`config.mk`:
```
export PLATFORM = sky130hd
export DESIGN_NAME = box_arbiter
export DESIGN_NICKNAME = d
export VERILOG_FILES = /design/src/rtl/box_pkg.sv /design/src/rtl/box_rr_pick.sv /design/src/rtl/box_arbiter.sv
export SDC_FILE = /design/constraint.sdc
export NUM_CORES = 1
export LEC_CHECK = 0
export ABC_AREA = 1
export CAP_MARGIN = 20
export CORE_ASPECT_RATIO = 0.5
export CORE_MARGIN = 10
export CORE_UTILIZATION = 51
export CTS_BUF_LIST = sky130_fd_sc_hd__clkbuf_8
export CTS_CLUSTER_DIAMETER = 120
export DETAILED_ROUTE_END_ITERATION = 10
export PLACE_DENSITY_LB_ADDON = 0.1
export SLEW_MARGIN = 20
export SYNTH_ARGS = -nofsm -noshare
export SYNTH_HDL_FRONTEND = slang
export SYNTH_SLANG_ARGS = --single-unit
```
`constraint.sdc`:
```
create_clock -name clk -period 3.77 [get_ports clk]
set_clock_uncertainty 0.2 [all_clocks]
set_input_delay 0.754 -clock clk [delete_from_list [all_inputs] [get_ports clk]]
set_output_delay 0.754 -clock clk [all_outputs]
set_load 0.05 [all_outputs]
```
`src/rtl/box_pkg.sv`:
```
// -----------------------------------------------------------------------------
// box_pkg
// Shared definitions for the two-port box register file arbiter:
//   BOX_DATA_W / BOX_ADDR_W : default data and address widths of the box
//   box_state_e             : arbiter FSM states
//   box_cmd_t               : one latched requester command {we, addr, wdata}
//   rr_winner()             : 2-way round-robin winner selection
// -----------------------------------------------------------------------------
package box_pkg;

  localparam int BOX_DATA_W = 8;
  localparam int BOX_ADDR_W = 2;

  typedef enum logic [1:0] {
    IDLE    = 2'd0,
    ISSUE   = 2'd1,
    WAIT_RD = 2'd2,
    DONE    = 2'd3
  } box_state_e;

  typedef struct packed {
    logic                  we;
    logic [BOX_ADDR_W-1:0] addr;
    logic [BOX_DATA_W-1:0] wdata;
  } box_cmd_t;

  // With both ports requesting the priority port wins; otherwise the single
  // requester wins. With no request the result is 0 and is not used.
  function automatic logic rr_winner(input logic [1:0] req, input logic prio);
    logic win;
    if (req == 2'b11) begin
      win = prio;
    end else begin
      win = req[1];
    end
    return win;
  endfunction

endpackage

```
`src/rtl/box_rr_pick.sv`:
```
// -----------------------------------------------------------------------------
// box_rr_pick
// Combinational 2-way round-robin picker.
//   req    in  2  request vector {req1, req0}
//   prio   in  1  port that wins when both request
//   grant  out 2  one-hot grant, 0 when nobody requests
//   winner out 1  index of the granted port
// -----------------------------------------------------------------------------
module box_rr_pick
  import box_pkg::*;
(
  input  logic [1:0] req,
  input  logic       prio,
  output logic [1:0] grant,
  output logic       winner
);

  // Pick the winning port and form the one-hot grant
  always_comb begin
    winner = rr_winner(req, prio);
    if (req != 2'b00) begin
      grant = winner ? 2'b10 : 2'b01;
    end else begin
      grant = 2'b00;
    end
  end

endmodule

```
`src/rtl/box_arbiter.sv`:
```
// -----------------------------------------------------------------------------
// box_arbiter
// Shares one 4x8 box register file between two requesters with round-robin
// arbitration. Each requester issues a single read or write through a req/ack
// handshake; the arbiter drives the box pins, captures read data when the box
// raises read_active, and acks the owner. A read that never sees read_active
// within RD_TIMEOUT cycles completes with err set and rdata forced to 0.
// Ports:
//   clk, rst                  clock, synchronous active-high reset
//   req/we/addr/wdata 0,1     requester commands (held until ack)
//   ack/rdata/err 0,1         completion pulse, read data, timeout flag
//   box_read_enable,
//   box_write_enable,
//   box_write_data,
//   box_address               box control/data pins
//   box_read_data,
//   box_read_active           box read return
//   busy                      arbiter not idle
// All outputs are registered: every *_nx_s value is the content the output
// shows in the cycle after the current edge.
// -----------------------------------------------------------------------------
module box_arbiter
  import box_pkg::*;
#(
  parameter int DATA_W     = BOX_DATA_W,
  parameter int ADDR_W     = BOX_ADDR_W,
  parameter int RD_TIMEOUT = 4
)(
  input  logic              clk,
  input  logic              rst,
  input  logic              req0,
  input  logic              we0,
  input  logic [ADDR_W-1:0] addr0,
  input  logic [DATA_W-1:0] wdata0,
  input  logic              req1,
  input  logic              we1,
  input  logic [ADDR_W-1:0] addr1,
  input  logic [DATA_W-1:0] wdata1,
  output logic              ack0,
  output logic [DATA_W-1:0] rdata0,
  output logic              err0,
  output logic              ack1,
  output logic [DATA_W-1:0] rdata1,
  output logic              err1,
  output logic              box_read_enable,
  output logic              box_write_enable,
  output logic [DATA_W-1:0] box_write_data,
  output logic [ADDR_W-1:0] box_address,
  input  logic [DATA_W-1:0] box_read_data,
  input  logic              box_read_active,
  output logic              busy
);

  localparam int               CNT_W    = $clog2(RD_TIMEOUT);
  localparam logic [CNT_W-1:0] CNT_LAST = CNT_W'(RD_TIMEOUT - 1);

  box_state_e        state_r, state_nx_s;
  logic              owner_r, owner_nx_s;
  logic              prio_r, prio_nx_s;
  box_cmd_t          cmd_r, cmd_nx_s;
  logic [CNT_W-1:0]  cnt_r, cnt_nx_s;

  logic              ack0_r, ack0_nx_s, ack1_r, ack1_nx_s;
  logic              err0_r, err0_nx_s, err1_r, err1_nx_s;
  logic [DATA_W-1:0] rdata0_r, rdata0_nx_s, rdata1_r, rdata1_nx_s;
  logic              box_re_r, box_re_nx_s, box_we_r, box_we_nx_s;
  logic [DATA_W-1:0] box_wd_r, box_wd_nx_s;
  logic [ADDR_W-1:0] box_addr_r, box_addr_nx_s;
  logic              busy_r, busy_nx_s;

  box_cmd_t          cmd0_s, cmd1_s;
  logic [1:0]        grant_s;
  logic              winner_s;

  assign cmd0_s = '{we: we0, addr: addr0, wdata: wdata0};
  assign cmd1_s = '{we: we1, addr: addr1, wdata: wdata1};

  box_rr_pick u_pick (
    .req    ({req1, req0}),
    .prio   (prio_r),
    .grant  (grant_s),
    .winner (winner_s)
  );

  // Next-state and next-output logic of the transaction FSM
  always_comb begin
    state_nx_s  = state_r;
    owner_nx_s  = owner_r;
    prio_nx_s   = prio_r;
    cmd_nx_s    = cmd_r;
    cnt_nx_s    = cnt_r;
    ack0_nx_s   = 1'b0;
    ack1_nx_s   = 1'b0;
    err0_nx_s   = 1'b0;
    err1_nx_s   = 1'b0;
    rdata0_nx_s = rdata0_r;
    rdata1_nx_s = rdata1_r;

    case (state_r)
      IDLE: begin
        if (grant_s != 2'b00) begin
          state_nx_s = ISSUE;
          owner_nx_s = winner_s;
          cmd_nx_s   = winner_s ? cmd1_s : cmd0_s;
          cnt_nx_s   = {CNT_W{1'b0}};
        end else begin
          state_nx_s = IDLE;
        end
      end
      ISSUE: begin
        cnt_nx_s = {CNT_W{1'b0}};
        if (cmd_r.we) begin
          // The box commits the write on the edge leaving ISSUE.
          state_nx_s = DONE;
          if (owner_r) begin
            ack1_nx_s = 1'b1;
          end else begin
            ack0_nx_s = 1'b1;
          end
        end else begin
          state_nx_s = WAIT_RD;
        end
      end
      WAIT_RD: begin
        if (box_read_active) begin
          state_nx_s = DONE;
          if (owner_r) begin
            ack1_nx_s   = 1'b1;
            rdata1_nx_s = box_read_data;
          end else begin
            ack0_nx_s   = 1'b1;
            rdata0_nx_s = box_read_data;
          end
        end else if (cnt_r == CNT_LAST) begin
          state_nx_s = DONE;
          if (owner_r) begin
            ack1_nx_s   = 1'b1;
            err1_nx_s   = 1'b1;
            rdata1_nx_s = {DATA_W{1'b0}};
          end else begin
            ack0_nx_s   = 1'b1;
            err0_nx_s   = 1'b1;
            rdata0_nx_s = {DATA_W{1'b0}};
          end
        end else begin
          cnt_nx_s = cnt_r + CNT_W'(1);
        end
      end
      DONE: begin
        // Hand priority to the other port so a waiting loser goes next.
        prio_nx_s  = ~owner_r;
        state_nx_s = IDLE;
      end
      default: begin
        state_nx_s = IDLE;
      end
    endcase

    // Box pins follow the state the FSM is about to enter.
    box_we_nx_s = (state_nx_s == ISSUE) &&  cmd_nx_s.we;
    box_re_nx_s = (state_nx_s == ISSUE) && !cmd_nx_s.we;
    if (state_nx_s == ISSUE || state_nx_s == WAIT_RD) begin
      box_addr_nx_s = cmd_nx_s.addr;
      box_wd_nx_s   = cmd_nx_s.wdata;
    end else begin
      box_addr_nx_s = {ADDR_W{1'b0}};
      box_wd_nx_s   = {DATA_W{1'b0}};
    end
    busy_nx_s = (state_nx_s != IDLE);
  end

  // State, latched command and registered outputs
  always_ff @(posedge clk) begin
    if (rst) begin
      state_r    <= IDLE;
      owner_r    <= 1'b0;
      prio_r     <= 1'b0;
      cmd_r      <= '0;
      cnt_r      <= {CNT_W{1'b0}};
      ack0_r     <= 1'b0;
      ack1_r     <= 1'b0;
      err0_r     <= 1'b0;
      err1_r     <= 1'b0;
      rdata0_r   <= {DATA_W{1'b0}};
      rdata1_r   <= {DATA_W{1'b0}};
      box_re_r   <= 1'b0;
      box_we_r   <= 1'b0;
      box_wd_r   <= {DATA_W{1'b0}};
      box_addr_r <= {ADDR_W{1'b0}};
      busy_r     <= 1'b0;
    end else begin
      state_r    <= state_nx_s;
      owner_r    <= owner_nx_s;
      prio_r     <= prio_nx_s;
      cmd_r      <= cmd_nx_s;
      cnt_r      <= cnt_nx_s;
      ack0_r     <= ack0_nx_s;
      ack1_r     <= ack1_nx_s;
      err0_r     <= err0_nx_s;
      err1_r     <= err1_nx_s;
      rdata0_r   <= rdata0_nx_s;
      rdata1_r   <= rdata1_nx_s;
      box_re_r   <= box_re_nx_s;
      box_we_r   <= box_we_nx_s;
      box_wd_r   <= box_wd_nx_s;
      box_addr_r <= box_addr_nx_s;
      busy_r     <= busy_nx_s;
    end
  end

  assign ack0             = ack0_r;
  assign ack1             = ack1_r;
  assign err0             = err0_r;
  assign err1             = err1_r;
  assign rdata0           = rdata0_r;
  assign rdata1           = rdata1_r;
  assign box_read_enable  = box_re_r;
  assign box_write_enable = box_we_r;
  assign box_write_data   = box_wd_r;
  assign box_address      = box_addr_r;
  assign busy             = busy_r;

endmodule
```
==> run metrics, run 1 <==
met3 WL post-DR roughly 600 um; Yosys top cell area share 0.484; RD Place Congestion 0.841; Yosys reg bits 50; setup slack, reg-to-reg 1.52 ns; Final Max Slew Viols 0; Worst Hold Class flip-flop to flip-flop; Clock Pin Slew Worst Setup and Hold Paths roughly 0.09 ns; top cells by area, synth dfxtp_1 48%, nand2_1 13%, nand3_1 8.0%; die width 110 um; number of synthesized flops with an enable pin 0; slowest stage cell, crit path clkdlybuf4s50_1; DR WL met2 2300 um; Initial DRC Count 67; Ys Warns 0; Setup CP Type input pin to flip-flop; clock root cell clkbuf_8; largest net degree at the start of global routing 23; hold path endpoint rdata0[3]; Post-CTS Setup Repair Bufs 0; cell taking the most area after synthesis dfxtp_1; Total Wirelength 5080 um; fin worst setup slack 1.09 ns; hold_sp rdata0[3]; Core Area 0.00390 mm2; Layout Area Growth over Synthesis 38.5%; outcome completed; Die ar. around 0.0072 mm2; Startpoint Class input pin; LEAKAGE 1.28 nW; RR Endpoint box_write_data[2]; VDD IR max 0.303 mV; Starting Density 0.530; PD cells ~620 mW/mm2; Residual DRC 0; Net Count, Synth 326; crit-path leading delay family buffers and inverters; Crit path arrival time 2.71 ns; RR Startpoint state_r[0]; cells on worst reg2reg path 8; Mapped Area 0.00207 mm2; # port buffers 67; H-tree depth 2; Hold-fix buffers, CTS 0; Mapped Cells 283; first drt pass iteration count 5; via count 1943; DR WL/cell 12.6 um; Worst Setup SP box_read_active; Max Fclk 374 MHz; register area 0.00100 mm2; grt total ovfl 0; fill count roughly 310; vias in the first global route 1881; Setup Viol. Count Final 0; multi-input logic area 892 um2; final hold violation count 0; Clock Sinks 50; CTS Buffer Depth 2; CP Data Required Time 3.80 ns; # IOs 68; Final ANT Viol Nets 0; diode count 0; Final nets roughly 400; Relative slew margins 0.581; final design utilization 0.734; Mean Syn Cell Area 7.31 um2; Skew-Pair Late Insertion Delay 0.30 ns; worst slew pin tran 0.626 ns; FFs w/ async S/R, synth 0; M1 WL 2160 um; layout cells sized above 1 0.0514; Top Metal Used met4; Synth Flop Type dfxtp_1; Post-Place Worst Slack ~0.8 ns; Placed Cells 396; CTS buffer count 5; library cells used by synthesis 19; CP max stage delay around 0.6 ns; WP buf/inv 2; row count 16; HPWL Detailed 3980 um; Final period util 0.710; initial antenna violation count 0; GR Util All Layers 0.143; Setup crit end kind flip-flop; CTS tree built; Seq/Total Area, Yosys 0.484; crit path cell chain clkdlybuf4s50_1 > o21ai_2 > nand2_1 > o21ai_0 > ha_1 > clkinv_1 > nor2_1; Die Span Y around 65 um; # Max-Cap Violations 0; first-pass GRT wire length 8340 um; Crit Path Max Fanout 11; drt via density between 4 and 5; TNS Setup 0 ns; Final Non-Filler Cells a little over 400; post-CTS sizing 0; Pwr Total between 0.0015 and 0.002 W; Tmin final 2.68 ns; Hold Path Depth 2; RSZ-0062 raised after global routing no
## worst max path at each step
| stage | to | slack [ns] | cells past startpoint |
|---|---|---|---|
| 6_report | box_write_data[2] | 1.09 | 7 |
| 5_1_grt | box_write_data[6] | 0.79 | 7 |
| 4_1_cts | box_write_data[5] | 1.11 | 7 |
| 3_5_place_dp | box_write_data[2] | 0.80 | 7 |
| 3_3_place_gp | box_write_data[0] | 0.89 | 7 |
| 2_1_floorplan | box_address[0] | 1.72 | 6 |
## flip-flops by register name (all words and copies together) (netlist names)
signal,count
ack1,1
cmd_r,11
rdata1,8
state_r,2
busy,1
owner_r,1
box_read_enable,1
err0,1
cnt_r,2
box_write_enable,1
ack0,1
err1,1
box_address,2
rdata0,8
box_write_data,8
prio_r,1
## report_power, final
part	switching (W)	internal (W)
clock network	0.000164	0.000146
registers	0.0000415	0.000637
logic	0.000530	0.000263
## synthesized netlist by cell type, types with 2 or more instances
library cell and instances:
a21oi_1 19, buf_2 5, clkbuf_1 4, dfxtp_1 50, ha_1 8, inv_1 33
nand2_1 70, nand2_2 2, nand3_1 33, nor2_1 42, nor2_2 3, nor2_4 2
nor3_1 2, o21ai_0 5
## cell usage in the layout (no fill, tap or decap)
cell | Yosys | routed
nand3b_1 | 1 | 1
clkbuf_8 | 0 | 6
ha_1 | 8 | 8
a21oi_1 | 19 | 19
nor3_1 | 2 | 2
clkinv_2 | 0 | 1
nand2_1 | 70 | 70
inv_1 | 33 | 34
clkinv_1 | 1 | 1
o21ai_0 | 5 | 5
clkdlybuf4s50_1 | 0 | 67
nor2_4 | 2 | 2
nor2_2 | 3 | 3
buf_4 | 1 | 2
or2_2 | 1 | 1
nor2_1 | 42 | 42
nand3_1 | 33 | 33
dfxtp_1 | 50 | 50
o21ai_2 | 1 | 1
nand2_2 | 2 | 2
## layer usage
| layer | track usage | up-vias |
|---|---|---|
| met5 | 0 | - |
| met3 | 0.0690 | 7 |
| met1 | 0.165 | 852 |
| li1 | - | 1007 |
| met2 | 0.233 | 77 |
| met4 | 0.0339 | 0 |
## logic make-up after synthesis
kind of cell	after synthesis	synth area share
DFF	50	0.484
buffers and inverters	44	0.0847
adders and majority gates	8	0.0484
and+or+nand+nor	156	0.321
AOI/OAI and AO/OA	25	0.0623
## worst reg2reg max path: stages (launching register included)
cell      delay [ns]
dfxtp_1         0.39
inv_1           0.10
ha_1            0.29
inv_1           0.17
o21ai_0         0.09
o21ai_0         0.32
ha_1            0.21
clkinv_1        0.24
nor2_1          0.18
## final cells by class
type | count | share of cell area
Clock inverter | 2 | 0.00306
Sequential cell | 50 | 0.349
Tap cell | 54 | 0.0236
Timing Repair Buffer | 69 | 0.239
Inverter | 34 | 0.0445
Clock buffer | 6 | 0.0288
Multi-Input combinational cell | 189 | 0.311
## stage by stage
stage | hold slack [ns] | instance area [um2]
2_1_floorplan | 0.259 | 2070
3_3_place_gp | 0.253 | 2770
3_5_place_dp | 0.256 | 2770
4_1_cts | 0.270 | 2870
5_1_grt | 0.278 | 2870
6_report | 0.267 | 2870
Power figures use the tool's default switching activity.
==> run 2, diff against run 1 <==
--- a/config.mk
+++ b/config.mk
@@ -9,7 +9,7 @@
 export CAP_MARGIN = 20
 export CORE_ASPECT_RATIO = 0.5
 export CORE_MARGIN = 10
-export CORE_UTILIZATION = 51
+export CORE_UTILIZATION = 47
 export CTS_BUF_LIST = sky130_fd_sc_hd__clkbuf_8
 export CTS_CLUSTER_DIAMETER = 120
 export DETAILED_ROUTE_END_ITERATION = 10
==> constraint.sdc (replaced) <==
create_clock -name clk -period 2.6 [get_ports clk]
set_clock_uncertainty 0.2 [all_clocks]
set_input_delay 0.52 -clock clk [delete_from_list [all_inputs] [get_ports clk]]
set_output_delay 0.52 -clock clk [all_outputs]
set_load 0.05 [all_outputs]
==> run metrics, run 2 (same netlist as run 1, synthesis figures left out) <==
outcome completed (unchanged); DR WL/cell 13.2 um (was 12.6 um); Clock Sinks 50 (unchanged); crit path cell chain clkdlybuf4s50_1 > o21ai_2 > nand2_1 > o21ai_0 > ha_1 > clkinv_1 > nor2_1 (unchanged); Die ar. 0.00761 mm2 (was 0.00716 mm2); TNS Setup 0 ns (unchanged); Worst Hold Class flip-flop to flip-flop (unchanged); Final period util 0.870; CP max stage delay 0.45 ns (was 0.61 ns); max reg flops 11 (unchanged); largest net degree at the start of global routing 17 (was 23); Tmin final 2.26 ns; RR Startpoint state_r[0] (unchanged); Skew-Pair Late Insertion Delay 0.30 ns (about the same); Setup CP Type input pin to flip-flop (unchanged); drt via density 4.78 (was 4.81); diode count 0 (unchanged); Relative slew margins 0.641 (was 0.581); Setup Viol. Count Final 0 (unchanged); post-CTS sizing 0 (unchanged); Layout Area Growth over Synthesis 41.0% (was 38.5%); # port buffers 67 (unchanged); Worst Setup SP box_read_active (unchanged); Crit Path Max Fanout 10 (was 11); grt total ovfl 0 (unchanged); Hold-fix buffers, CTS 0 (unchanged); Die Span Y 66.9 um (was 65.0 um); Final nets 396 (was 392); hold_sp rdata0[6] (was rdata0[3]); Crit path arrival time 2.29 ns (was 2.71 ns); most frequent cells in the layout 70 x nand2_1, 67 x clkdlybuf4s50_1, 50 x dfxtp_1, 42 x nor2_1 (was 70 x nand2_1, 67 x clkdlybuf4s50_1, 50 x dfxtp_1, 42 x nor2_1, 34 x inv_1); Final Non-Filler Cells 407 (was 404); commonest non-fill, non-tap cell in the layout nand2_1 (unchanged); Placed Cells 400 (was 396); # IOs 68 (unchanged); row count 16 (unchanged); Total Wirelength 5390 um (was 5080 um); layout cells sized above 1 0.0623 (was 0.0514); initial antenna violation count 0 (unchanged); Final Max Slew Viols 0 (unchanged); final hold violation count 0 (unchanged); slowest stage cell, crit path clkdlybuf4s50_1 (unchanged); PD cells 932 mW/mm2 (was 621 mW/mm2); worst slew pin tran 0.537 ns (was 0.626 ns); clock root cell clkbuf_8 (unchanged); DR WL met2 2420 um (was 2300 um); M1 WL 2340 um (was 2160 um); Biggest register cmd_r (unchanged); die width 114 um (was 110 um); CTS tree built (unchanged); Post-CTS Setup Repair Bufs 0 (unchanged); H-tree depth 2 (unchanged); via count 1944 (was 1943); CP Data Required Time 2.63 ns (was 3.80 ns); Top Metal Used met4 (unchanged); RSZ-0062 raised after global routing no (unchanged); HPWL Detailed 4280 um (was 3980 um); Clock Pin Slew Worst Setup and Hold Paths 0.09 ns (about the same); RD Place Congestion 0.879 (was 0.841); met3 WL post-DR 560 um (was 588 um); first-pass GRT wire length 9120 um (was 8340 um); Core Area 0.00406 mm2 (was 0.00390 mm2); Startpoint Class input pin (unchanged); first drt pass iteration count 4 (was 5); CTS buffer count 5 (unchanged); GR Util All Layers 0.145 (was 0.143); Starting Density 0.509 (was 0.530); Max Fclk 442 MHz; vias in the first global route 1994 (was 1881); # Max-Cap Violations 0 (unchanged); Final ANT Viol Nets 0 (unchanged); LEAKAGE 1.30 nW (was 1.28 nW); Setup crit end kind flip-flop (unchanged); Initial DRC Count 68 (was 67); Residual DRC 0 (unchanged); CTS Buffer Depth 2 (unchanged); VDD IR max 0.362 mV (was 0.303 mV)
run 2: power by group:
group	switching (W)	internal [W]	total (W)	leakage, nW
registers	0.0000635	0.000924	0.000988	0.409
clock network	0.000237	0.000308	0.000545	0.0573
logic	0.000790	0.000396	0.00119	0.833
total	0.00109	0.00163	0.00272	1.30
run 2: worst max-delay path, delay by kind of cell:
| family | cells | cell delay (ns) |
|---|---|---|
| buf+inv | 2 | 0.69 |
| compound gates | 2 | 0.57 |
| simple gates | 2 | 0.30 |
| fa+ha+maj | 1 | 0.20 |
run 2: layout make-up:
| type | instances | area [um2] |
|---|---|---|
| clock buffer | 6 | 82.6 |
| sequential | 50 | 1000 |
| fill | 352 | 1150 |
| clock inverter | 1 | 30.0 |
| tap | 54 | 67.6 |
| timing repair buffer | 73 | 716 |
| inverter | 34 | 128 |
| multi-input combinational | 189 | 892 |
run 2: final timing paths:
check,to,slack (ns),depth (start not counted)
worst min-delay path,rdata0[6],0.27,2
worst min register to register,rdata0[6],0.27,2
worst max register to register,box_write_data[7],0.34,8
worst max-delay path,box_write_data[7],0.34,7
run 2: per-layer routing:
metal | GRT usage | up-vias
met5 | 0 | -
met4 | 0.0435 | 0
met3 | 0.0742 | 11
met2 | 0.242 | 61
met1 | 0.160 | 853
li1 | - | 1019
run 2: metrics by stage:
step,worst slack [ns],utilization,area [um2],hold slack [ns],power [W]
after floorplan,0.685,-,2070,0.259,0.00184
after global placement,0.149,0.690,2800,0.251,0.00215
after detailed placement,0.0650,0.690,2800,0.259,0.00219
after CTS,0.347,0.718,2920,0.272,0.00273
after global routing,0.0324,0.718,2920,0.291,0.00292
final,0.339,0.718,2920,0.271,0.00272
==> RTL edit 1 (flow settings as in run 1) <==
Reset style: asynchronous (`rst`), changed in one clocked block. Comments in the files are not updated.
--- a/src/rtl/box_arbiter.sv
+++ b/src/rtl/box_arbiter.sv
@@ -170,7 +170,7 @@
   end
 
   // State, latched command and registered outputs
-  always_ff @(posedge clk) begin
+  always_ff @(posedge clk or posedge rst) begin
     if (rst) begin
       state_r    <= IDLE;
       owner_r    <= 1'b0;
Formal check against the unedited RTL: differs if rst is asserted again (counterexample within 4 cycles, from zero or initial values and one cycle with rst high); with rst held inactive, the same outputs for 10 cycles.
==> RTL edit 1 against run 1 <==
Utilization increased by 1.6 points; via count decreased by 11%; sequential cell count did not move; largest cell class unchanged; wire length decreased by 1.7%; sequential power rose by 29%; design area increased by 4.3%; worst setup slack improved by 54 ps; synthesized cell count is 16% lower; non-clock buffer count is 2 lower; maximum frequency increased by 2.1%; synthesized area is 4.2% higher; power increased by 58%.
==> RTL edit 1: results (changes against run 1) <==
global_routing:
  pin_count_of_the_biggest_net_entering_global_routing: 51  # was 23
  groute.layer.met2.usage: 0.215  # was 0.233
  met1_usage: 0.167  # was 0.165
  grt_pass1_wl_mm: 8.16  # was 8.34 mm
synth:
  synth.cells.most_frequent: "sky130_fd_sc_hd__nand2_1, sky130_fd_sc_hd__dfrtp_1, sky130_fd_sc_hd__inv_1, sky130_fd_sc_hd__nand3_1, sky130_fd_sc_hd__o21ai_0"  # was sky130_fd_sc_hd__nand2_1, sky130_fd_sc_hd__dfxtp_1, sky130_fd_sc_hd__nor2_1
  ys.flop_type: "sky130_fd_sc_hd__dfrtp_1"  # was sky130_fd_sc_hd__dfxtp_1
  synth_cells: 237  # was 283
  synth_seq_area_share: 0.581  # was 0.484
  yosys-top-cells-area: "sky130_fd_sc_hd__dfrtp_1, sky130_fd_sc_hd__nand2_1, sky130_fd_sc_hd__nand3_1"  # was sky130_fd_sc_hd__dfxtp_1, sky130_fd_sc_hd__nand2_1, sky130_fd_sc_hd__nand3_1
  synthesis.nets: 280  # was 326
cells_and_area:
  sequential_cell_area_um2: 1250  # was 1000 um^2
  filler_cell_count: 301  # was 312
  drive_gt1_frac: 0.0658  # was 0.0514
  finish.net_count: 346  # was 392
setup_path:
  arrival_ps: 2640  # was 2710 ps
  r2r_start: "state_r[0]"  # unchanged
  r2r_slack_ps: 1570  # was 1520 ps
routing:
  met2WireLength_mm: 2.21  # was 2.30 mm
  wl_met3_um: 511  # was 588 um
  drtPass1Iterations: 4  # was 5
outcome:
  status: "finished, final reports clean"  # unchanged
placed_design:
  place_congestion: 0.785  # was 0.841
  hpwlAfterDp_mm: 3.67  # was 3.98 mm
sta:
  tightest_slew_ps: 839  # was 626 ps
  fin_hold_ws_ps: 299  # was 267 ps
power:
  max-vdd-ir-drop_v: 0.000483  # was 0.000303 V
  combinationalPower_mw: 1.48  # was 792 uW
min_path:
  hold_path.startpoint: "rdata1[1]"  # was rdata0[3]
## RTL edit 1: worst max-delay path by stage
stage	from	endpoint	slack [ps]	cells after the start
2_1_floorplan	rst	ack0	1610	1
3_3_place_gp	box_read_active	box_write_data[7]	940	7
3_5_place_dp	box_read_active	box_write_data[1]	840	7
4_1_cts	box_read_active	box_write_data[1]	1140	7
5_1_grt	box_read_active	box_write_data[1]	990	7
6_report	box_read_active	box_write_data[1]	1150	7
## RTL edit 1: cell families after synthesis
kind of cell    share of synthesized area
compound gates                     0.0546
fa+ha+maj                          0.0465
buf+inv                            0.0743
flops                               0.581
simple gates                        0.244
## RTL edit 1: final cells by class
type | instances | share of cell area
sequential | 50 | 0.419
clock inverter | 2 | 0.0201
tap | 54 | 0.0226
inverter | 30 | 0.0381
timing repair buffer | 67 | 0.224
clock buffer | 6 | 0.0276
multi-input combinational | 149 | 0.249
## RTL edit 1: critical path, delay by kind of cell
kind            cells  cell delay, ps
fa+ha+maj           1             170
compound gates      2             490
buf+inv             2             880
simple gates        2             340
==> RTL edit 2 (flow settings as in run 1) <==
Without the edit above. `BOX_DATA_W`: 8 -> 6.
--- a/src/rtl/box_pkg.sv
+++ b/src/rtl/box_pkg.sv
@@ -8,7 +8,7 @@
 // -----------------------------------------------------------------------------
 package box_pkg;
 
-  localparam int BOX_DATA_W = 8;
+  localparam int BOX_DATA_W = 6;
   localparam int BOX_ADDR_W = 2;
 
   typedef enum logic [1:0] {
Ports: changed (6 resized); port bits go from 68 to 56. The function was not compared with the original's and may differ.
==> RTL edit 2 against run 1 <==
Power decreased by 11%; critical path type unchanged; wire length shrank 16%; design area is 15% lower; final cell count decreased by 14%; sequential share of layout area decreased by 0.51 points; synthesized area down 14%; worst setup slack improved by 110 ps; sequential cell count down 8.
==> RTL edit 2: results (changes against run 1) <==
routing:
  drt-wirelength-per-cell_um: 12.3  # was 12.6 um
  drtPass1Iterations: 4  # was 5
  vias_per_cell: 4.69  # was 4.81
  wl_mm: 4.25  # was 5.08 mm
  met2WireLength_mm: 1.83  # was 2.30 mm
  route.layer.met1.wl_mm: 1.91  # was 2.16 mm
  wl_met3_um: 487  # was 588 um
  drt_iter0_markers: 36  # was 67
placed_design:
  placement.cell_area_um2: 2350  # was 2770 um^2
  hpwlAfterDp_mm: 3.26  # was 3.98 mm
  dp_cells: 338  # was 396
  number_of_buffers_added_on_ports: 55  # was 67
  place_congestion: 0.867  # was 0.841
cells_and_area:
  drive_gt1_frac: 0.0542  # was 0.0514
  finish.net_count: 331  # was 392
  filler_cell_count: 283  # was 312
  largest_register_ffs: 9  # was 11
synth:
  synth.cells.most_frequent: "sky130_fd_sc_hd__nand2_1, sky130_fd_sc_hd__dfxtp_1, sky130_fd_sc_hd__nor2_1"  # unchanged
  synthesis.nets: 276  # was 326
  synth.lib_cells_used.distinct: 22  # was 19
  synth_seq_area_share: 0.474  # was 0.484
  yosys-top-cells-area: "sky130_fd_sc_hd__dfxtp_1, sky130_fd_sc_hd__nand2_1, sky130_fd_sc_hd__nand3_1"  # unchanged
  share_of_synthesized_cell_area_in_full_adder_half_adder_and_majority_cells: 0.0564  # was 0.0484
  avgSynthCellArea_um2: 7.43  # was 7.31 um^2
  synth_compound_gate_area_share: 0.0613  # was 0.0623
global_routing:
  grt_pass1_wl_mm: 7.03  # was 8.34 mm
  groute.layer.met2.usage: 0.225  # was 0.233
  grt_use_met3: 0.0695  # was 0.0690
  number_of_global_route_vias_before_repair: 1580  # was 1881
outcome:
  status: "finished, final reports clean"  # unchanged
power:
  max-vdd-ir-drop_v: 0.000325  # was 0.000303 V
  p_seq_frac: 0.368  # was 0.381
  power.total_mw: 1.58  # was 1.78 mW
  netSwitchingPower_uw: 656  # was 735 uW
  combinationalPower_uw: 711  # was 792 uW
setup_path:
  crit_path_max_fanout: 13  # was 11
  cp_slowest_stage_delay_ps: 670  # was 610 ps
==> RTL edit 2: cell types whose count changed after synthesis, moves of 4 or more <==
cell,run 1,this run
sky130_fd_sc_hd__inv_1,33,28
sky130_fd_sc_hd__dfxtp_1,50,42
sky130_fd_sc_hd__a21oi_1,19,15
sky130_fd_sc_hd__nand2_1,70,54
sky130_fd_sc_hd__nor2_1,42,34
==> RTL edit 2: layout make-up <==
type | count | area, um^2 | area share
sequential | 42 | 841 | 0.344
multi-input combinational | 158 | 772 | 0.316
timing repair buffer | 56 | 558 | 0.228
inverter | 31 | 116 | 0.0476
clock buffer | 6 | 82.6 | 0.0338
tap | 51 | 63.8 | 0.0261
clock inverter | 2 | 8.76 | 0.00359
==> RTL edit 2: worst paths after layout <==
check	start	end	slack, ps	cells past startpoint
setup reg to reg	state_r[0]	box_address[1]	1640	8
setup / recovery	req1	box_address[1]	1200	7
hold / removal	rdata0[5]	rdata0[5]	260	2
hold reg to reg	rdata0[5]	rdata0[5]	260	2
